### src/rtl/key_tone_gen_pkg.sv
// key_tone_pkg: shared definitions for the key tone generator.
//   - scan-code constants for the eight note keys and the release code
//   - envelope FSM state type
//   - key_decode: scan code -> note 1..8 (0 = no key)
//   - phase_inc:  note -> 24-bit phase increment (48 kHz nominal sample rate)
package key_tone_pkg;

  localparam logic [7:0] KC_C4  = 8'h2b;
  localparam logic [7:0] KC_D4  = 8'h34;
  localparam logic [7:0] KC_E4  = 8'h33;
  localparam logic [7:0] KC_F4  = 8'h3b;
  localparam logic [7:0] KC_G4  = 8'h42;
  localparam logic [7:0] KC_A4  = 8'h4b;
  localparam logic [7:0] KC_B4  = 8'h4c;
  localparam logic [7:0] KC_C5  = 8'h52;
  localparam logic [7:0] KC_REL = 8'hf0;

  typedef enum logic [1:0] {
    IDLE    = 2'd0,
    ATTACK  = 2'd1,
    SUSTAIN = 2'd2,
    RELEASE = 2'd3
  } env_state_t;

  function automatic logic [3:0] key_decode(input logic [7:0] code);
    case (code)
      KC_C4:   return 4'd1;
      KC_D4:   return 4'd2;
      KC_E4:   return 4'd3;
      KC_F4:   return 4'd4;
      KC_G4:   return 4'd5;
      KC_A4:   return 4'd6;
      KC_B4:   return 4'd7;
      KC_C5:   return 4'd8;
      default: return 4'd0;
    endcase
  endfunction

  function automatic logic [23:0] phase_inc(input logic [3:0] note);
    case (note)
      4'd1:    return 24'd91447;
      4'd2:    return 24'd102642;
      4'd3:    return 24'd115214;
      4'd4:    return 24'd122064;
      4'd5:    return 24'd137014;
      4'd6:    return 24'd153791;
      4'd7:    return 24'd172623;
      4'd8:    return 24'd182889;
      default: return 24'd0;
    endcase
  endfunction

endpackage

### src/rtl/key_tone_gen_env.sv
// key_tone_env: attack/sustain/release envelope FSM with its 8-bit level.
// Ports:
//   clock     rising-edge clock
//   k_tr      asynchronous active-low reset
//   tick      sample-rate tick; the envelope only moves on ticks
//   press     retrigger of the held note while releasing (tick-qualified)
//   new_note  a different note was latched (tick-qualified)
//   note_off  key released while attacking or sustaining (tick-qualified)
//   env       envelope level 0..255
//   state     current FSM state
module key_tone_env
  import key_tone_pkg::*;
#(
  parameter int ATTACK_STEP  = 16,
  parameter int RELEASE_STEP = 8
) (
  input  logic       clock,
  input  logic       k_tr,
  input  logic       tick,
  input  logic       press,
  input  logic       new_note,
  input  logic       note_off,
  output logic [7:0] env,
  output env_state_t state
);

  env_state_t state_nxt;
  logic [7:0] env_nxt;
  logic [8:0] att_sum;

  always_ff @(posedge clock or negedge k_tr) begin
    if (!k_tr) begin
      state <= IDLE;
      env   <= '0;
    end else begin
      state <= state_nxt;
      env   <= env_nxt;
    end
  end

  // Key events change state but leave the level alone, so a note change or
  // retrigger never produces a step in amplitude.
  always_comb begin
    state_nxt = state;
    env_nxt   = env;
    att_sum   = {1'b0, env} + 9'(ATTACK_STEP);
    if (tick) begin
      if (new_note || press) begin
        state_nxt = ATTACK;
      end else if (note_off) begin
        state_nxt = RELEASE;
      end else begin
        case (state)
          ATTACK: begin
            if (att_sum >= 9'd255) begin
              env_nxt   = 8'd255;
              state_nxt = SUSTAIN;
            end else begin
              env_nxt = att_sum[7:0];
            end
          end
          SUSTAIN: env_nxt = 8'd255;
          RELEASE: begin
            if (env <= 8'(RELEASE_STEP)) begin
              env_nxt   = 8'd0;
              state_nxt = IDLE;
            end else begin
              env_nxt = env - 8'(RELEASE_STEP);
            end
          end
          default: env_nxt = 8'd0;
        endcase
      end
    end
  end

endmodule

### src/rtl/key_tone_gen.sv
// key_tone_gen: turns the upstream scan-code stream into a 16-bit signed
// triangle-wave audio stream with an attack/sustain/release envelope.
// Ports:
//   clock         rising-edge clock
//   k_tr          asynchronous active-low reset
//   key_code      scan code (make codes for notes, 8'hf0 = release)
//   sample        signed audio sample, holds between strobes
//   sample_valid  one-clock strobe, sample is new this cycle
//   note_active   envelope FSM is not IDLE
//   note_index    latched note 1..8, 0 when idle
module key_tone_gen
  import key_tone_pkg::*;
#(
  parameter int SAMPLE_DIV   = 1042,
  parameter int PHASE_W      = 24,
  parameter int ATTACK_STEP  = 16,
  parameter int RELEASE_STEP = 8
) (
  input  logic               clock,
  input  logic               k_tr,
  input  logic [7:0]         key_code,
  output logic signed [15:0] sample,
  output logic               sample_valid,
  output logic               note_active,
  output logic [3:0]         note_index
);

  localparam int CNT_W = (SAMPLE_DIV > 1) ? $clog2(SAMPLE_DIV) : 1;

  logic [CNT_W-1:0]   div_cnt;
  logic               tick;
  logic [3:0]         d;
  logic               new_note, press, note_off, advance, fade_done;
  logic [PHASE_W-1:0] phase, inc;
  logic [7:0]         env;
  env_state_t         state;
  logic               vld_p0;

  // Triangle from the phase MSBs, scaled by the envelope. The product of an
  // 8-bit signed value and a 9-bit non-negative value always fits 16 bits.
  function automatic logic signed [15:0] wave_sample(input logic [PHASE_W-1:0] ph,
                                                     input logic [7:0] amp);
    logic [7:0]         t;
    logic signed [15:0] s8_ext;
    logic signed [15:0] amp_ext;
    t       = ph[PHASE_W-1] ? ~ph[PHASE_W-2 -: 8] : ph[PHASE_W-2 -: 8];
    s8_ext  = {{8{~t[7]}}, ~t[7], t[6:0]};
    amp_ext = {8'd0, amp};
    return s8_ext * amp_ext;
  endfunction

  assign tick = (div_cnt == CNT_W'(SAMPLE_DIV - 1));

  always_ff @(posedge clock or negedge k_tr) begin
    if (!k_tr) begin
      div_cnt <= '0;
    end else if (tick) begin
      div_cnt <= '0;
    end else begin
      div_cnt <= div_cnt + CNT_W'(1);
    end
  end

  // Tick decisions, in priority order: new note, retrigger, release, advance.
  assign d         = key_decode(key_code);
  assign new_note  = tick && (d != 4'd0) && (d != note_index);
  assign press     = tick && (d != 4'd0) && (d == note_index) && (state == RELEASE);
  assign note_off  = tick && (d == 4'd0) && ((state == ATTACK) || (state == SUSTAIN));
  assign advance   = tick && !new_note && !press && !note_off;
  assign fade_done = advance && (state == RELEASE) && (env <= 8'(RELEASE_STEP));

  key_tone_env #(
    .ATTACK_STEP (ATTACK_STEP),
    .RELEASE_STEP(RELEASE_STEP)
  ) u_env (
    .clock   (clock),
    .k_tr    (k_tr),
    .tick    (tick),
    .press   (press),
    .new_note(new_note),
    .note_off(note_off),
    .env     (env),
    .state   (state)
  );

  // Stage p0: note latch, phase accumulator, tick delay
  always_ff @(posedge clock or negedge k_tr) begin
    if (!k_tr) begin
      phase      <= '0;
      inc        <= '0;
      note_index <= '0;
      vld_p0     <= 1'b0;
    end else begin
      vld_p0 <= tick;
      if (new_note) begin
        phase      <= '0;
        inc        <= PHASE_W'(phase_inc(d));
        note_index <= d;
      end else if (fade_done) begin
        phase      <= '0;
        inc        <= '0;
        note_index <= '0;
      end else if (advance) begin
        phase <= phase + inc;
      end
    end
  end

  // Stage p1: output sample from post-tick phase and envelope
  always_ff @(posedge clock or negedge k_tr) begin
    if (!k_tr) begin
      sample       <= '0;
      sample_valid <= 1'b0;
    end else begin
      sample_valid <= vld_p0;
      if (vld_p0) sample <= wave_sample(phase, env);
    end
  end

  assign note_active = (state != IDLE);

endmodule

### config.mk
export PLATFORM = sky130hd
export DESIGN_NAME = key_tone_gen
export DESIGN_NICKNAME = d
export VERILOG_FILES = /design/src/rtl/key_tone_gen_pkg.sv /design/src/rtl/key_tone_gen_env.sv /design/src/rtl/key_tone_gen.sv
export SDC_FILE = /design/constraint.sdc
export NUM_CORES = 1
export LEC_CHECK = 0
export BUFFER_PORTS_ARGS = -buffer_cell sky130_fd_sc_hd__clkbuf_2
export CORE_MARGIN = 4
export CORE_UTILIZATION = 60
export DETAILED_ROUTE_END_ITERATION = 6
export PLACE_DENSITY_LB_ADDON = 0.2
export REMOVE_ABC_BUFFERS = 1
export SYNTH_ARGS = -nofsm -noshare
export SYNTH_HDL_FRONTEND = slang
export SYNTH_HIERARCHICAL = 1
export SYNTH_SLANG_ARGS = --single-unit
### constraint.sdc
create_clock -name clock -period 10.2 [get_ports clock]
set_clock_uncertainty 0.2 [all_clocks]
set_input_delay 3.06 -clock clock [delete_from_list [all_inputs] [get_ports clock]]
set_output_delay 3.06 -clock clock [all_outputs]
set_load 0.1 [all_outputs]
==> key figures <==
Synthesis
  – Async SR Flop Fraction: between 90% and 100%
  – Synthesis-stage register bit count: between 80 and 90
  – Syn. warnings: 6
  – Syn avg cell area: around 9.2 um2
  – Post-synth top area cell: dfrtp_1
  – Yosys top cell area share: 28.2%
  – Cells after Synth: between 800 and 900
  – Post-synth EDFFs: 0
  – Synth cell types: 74
  – Post-synthesis sequential area ratio: ~28%
  – Post-Synthesis Cell Area: about 7400 um2
  – Cells taking the most area after synthesis: dfrtp_1, ha_1, fa_1
  – Main flop type after synthesis: dfrtp_1

STA
  – Fin crit share: between 60% and 70%
  – Relative slew slack: between 30% and 40%
  – Setup Viol. Count Final: 0
  – Fin. Hold Viols: 0
  – Worst-Margin Slew: about 1.0 ns
  – Hold_ws: between 0.2 and 0.3 ns
  – RSZ-0062 raised after global routing: no
  – Fin crit period: between 6 and 7 ns
  – Max Freq: approximately 150 MHz
  – Max-slew violations: 0
  – Setup TNS: 0 ns

Finish
  – Layout cells sized above 1: approximately a tenth
  – Util after Layout: 65.5%
  – Flip-flop and latch area: slightly above 2000 um2
  – Fillers: between 900 and 1,000
  – Total Nets Final: around 940
  – Finished layout cell area: approximately 7900 um2
  – Multi-input logic area: ~5000 um2
  – Area grow syn2layout: 6.77%
  – Diode count: 0

Clock network
  – Clk buf depth: 2
  – Setup Buffers After CTS: 0
  – Later-pin clock latency in the skew report: between 0.3 and 0.4 ns
  – CTS tree: built
  – CTS root buf: clkbuf_16
  – Post-cts sizing count: 0
  – Cts bufs inserted: 9
  – Clock sinks: 83
  – Worst-path clk slew: ~0.06 ns
  – H-tree depth: 3
  – Cts hold-fix bufs: 0

Die
  – Die W: roughly 120 um
  – IO Count: 32
  – # rows: 40
  – Die Area: between 10,000 and 15,000 um2
  – Core Region: ~12,000 um2
  – Die H: 119 um
  – Starting Density: between 60% and 70%

Run status
  – Outcome: finished, final reports clean

Route
  – DRT iter0 DRCs: around 340
  – Via-to-Cell Ratio: 5.98
  – Wirelength per Cell: 16.1 um
  – Vias: 5,803
  – DRC errors left: 0
  – Pre-antenna DRT Iters: 4
  – Routed WL: ~16,000 um
  – Post-route ant nets: 0

Global routing
  – First-pass GRT wire length: ~27,000 um
  – Total gr overflow: 0
  – Met1 usage: 30.3%
  – Vias in the first global route: 5,762
  – Largest net degree at the start of global routing: 84
  – Initial antenna violation count: 0
  – Total track usage: 23.0%
  – Met2 usage: 39.2%
  – GRT met3 Usage: ~3.5%
  – Most used routing layer: met2

Pwr
  – Total power: between 0.6 and 0.7 mW
  – Max VDD drop: ~0.052 mV
  – LEAKAGE: approximately 4 nW
  – Pwr Density: slightly above 80 nW/um2

Placed design
  – Total placed instance area: about 7600 um2
  – Gpl congestion: between 0.9 and 1
  – Dpl hpwl: about 12,000 um
  – Input/output buffers: 31

Setup path
  – Critical path endpoint category: register
  – Crit start category: primary input
  – Worst-path maximum fanout: 14
  – CP required: a little over 10 ns
  – Kind of critical path: primary input to register
  – Crit path DAT: 6.75 ns

Job
  – Max-cap violation count: 0

Hold path
  – Hold crit path type: register to register
==> routing by layer <==
| layer | part of all wire [%] | up-vias |
|---|---|---|
| met3 | 4.5 | 18 |
| met1 | 45 | 2819 |
| met5 | 0 | - |
| met2 | 49 | 149 |
| met4 | 1.6 | 0 |
| li1 | - | 2817 |
==> power breakdown <==
part           switching [mW]  leakage (nW)  internal [mW]  total [mW]
Combinational          0.0125          2.77        0.00458      0.0171
Sequential                  0          1.12          0.329       0.329
Clock                   0.135         0.128          0.170       0.305
==> cells by family after synthesis <==
family,count (synthesis),synth area share [%]
simple gates,267,18.9
mux,19,2.78
compound gates,172,16.5
xor+xnor,43,5.11
buf+inv,110,6.04
flops,83,28.2
fa+ha+maj,110,22.5
==> placed cells by master (no fill, tap or decap), types with 5 or more instances in the layout <==
master | Yosys | layout
nand2_1 | 84 | 84
dfrtp_1 | 83 | 83
inv_1 | 82 | 82
ha_1 | 72 | 72
nor2_1 | 49 | 49
o21ai_0 | 48 | 48
and2_1 | 45 | 45
fa_1 | 38 | 38
clkbuf_2 | 0 | 30
nand3_1 | 25 | 25
a21oi_1 | 24 | 24
xor2_1 | 22 | 22
xnor2_1 | 21 | 21
a21o_1 | 14 | 14
a22o_1 | 12 | 12
mux2_2 | 12 | 12
nor3_1 | 11 | 11
clkbuf_16 | 0 | 9
nand2b_1 | 8 | 8
o31ai_1 | 8 | 8
a31oi_1 | 8 | 8
mux2i_1 | 7 | 7
nand4_1 | 6 | 6
nor2b_1 | 5 | 5
o21bai_1 | 5 | 5
o21a_1 | 5 | 5
==> sequential cells by signal, summed over array words and instances, names as in the netlist <==
register and cells:
phase 24, inc 18, sample 16, div_cnt 11, u_env/env 6, note_index 4, u_env/state 2, sample_valid 1
vld_p0 1
==> per-stage QoR <==
stage / instances / worst slack, ns
final: 971 / 3.47
after global routing: 971 / 3.26
after CTS: 971 / 3.57
after detailed placement: 957 / 3.21
after global placement: 957 / 3.44
after floorplan: 777 / 3.77
==> Yosys cell counts, drive strengths merged, types with 4 or more instances <==
| master | number |
|---|---|
| nor2 | 49 |
| a21oi | 24 |
| clkbuf | 12 |
| ha | 72 |
| and2 | 46 |
| mux2i | 7 |
| o21a | 5 |
| fa | 38 |
| a31oi | 8 |
| o21ai | 49 |
| nor3b | 7 |
| nand2 | 84 |
| nand4 | 6 |
| a22oi | 5 |
| a211oi | 4 |
| o31ai | 10 |
| inv | 83 |
| xnor2 | 21 |
| mux2 | 12 |
| buf | 15 |
| a22o | 12 |
| o21bai | 5 |
| nand3 | 25 |
| nor2b | 5 |
| nor4b | 4 |
| nand2b | 8 |
| o211ai | 5 |
| dfrtp | 83 |
| nor3 | 11 |
| xor2 | 22 |
| a21o | 14 |
| o2111ai | 4 |
==> final cells by class <==
class | count | area share [%]
Sequential cell | 83 | 26.4
Timing Repair Buffer | 33 | 2.19
Inverter | 83 | 3.96
Clock buffer | 11 | 3.08
Clock inverter | 3 | 0.318
Multi-Input combinational cell | 611 | 61.7
Tap cell | 147 | 2.34
==> critical path, cell delays in order <==
cell and delay [ns]:
clkbuf_2 0.11, nor3b_1 0.40, and4_1 0.53, xnor2_1 0.19, o2111ai_2 0.23, o21bai_1 0.82
inv_1 0.36, nor4b_4 0.55, mux2i_1 0.18, a221o_1 0.30
==> final timing paths <==
check,slack [ns],to,from,cells after the start
setup / recovery,3.47,u_env/state[0],key_code[2],10
hold / removal,0.27,sample[10],sample[10],2
setup reg to reg,4.38,sample[15],phase[23],17
hold reg to reg,0.27,sample[10],sample[10],2
max in group asynchronous,6.42,sample[9],k_tr,1
min in group asynchronous,2.67,phase[4],k_tr,1
(Power assumes the default switching activity.)
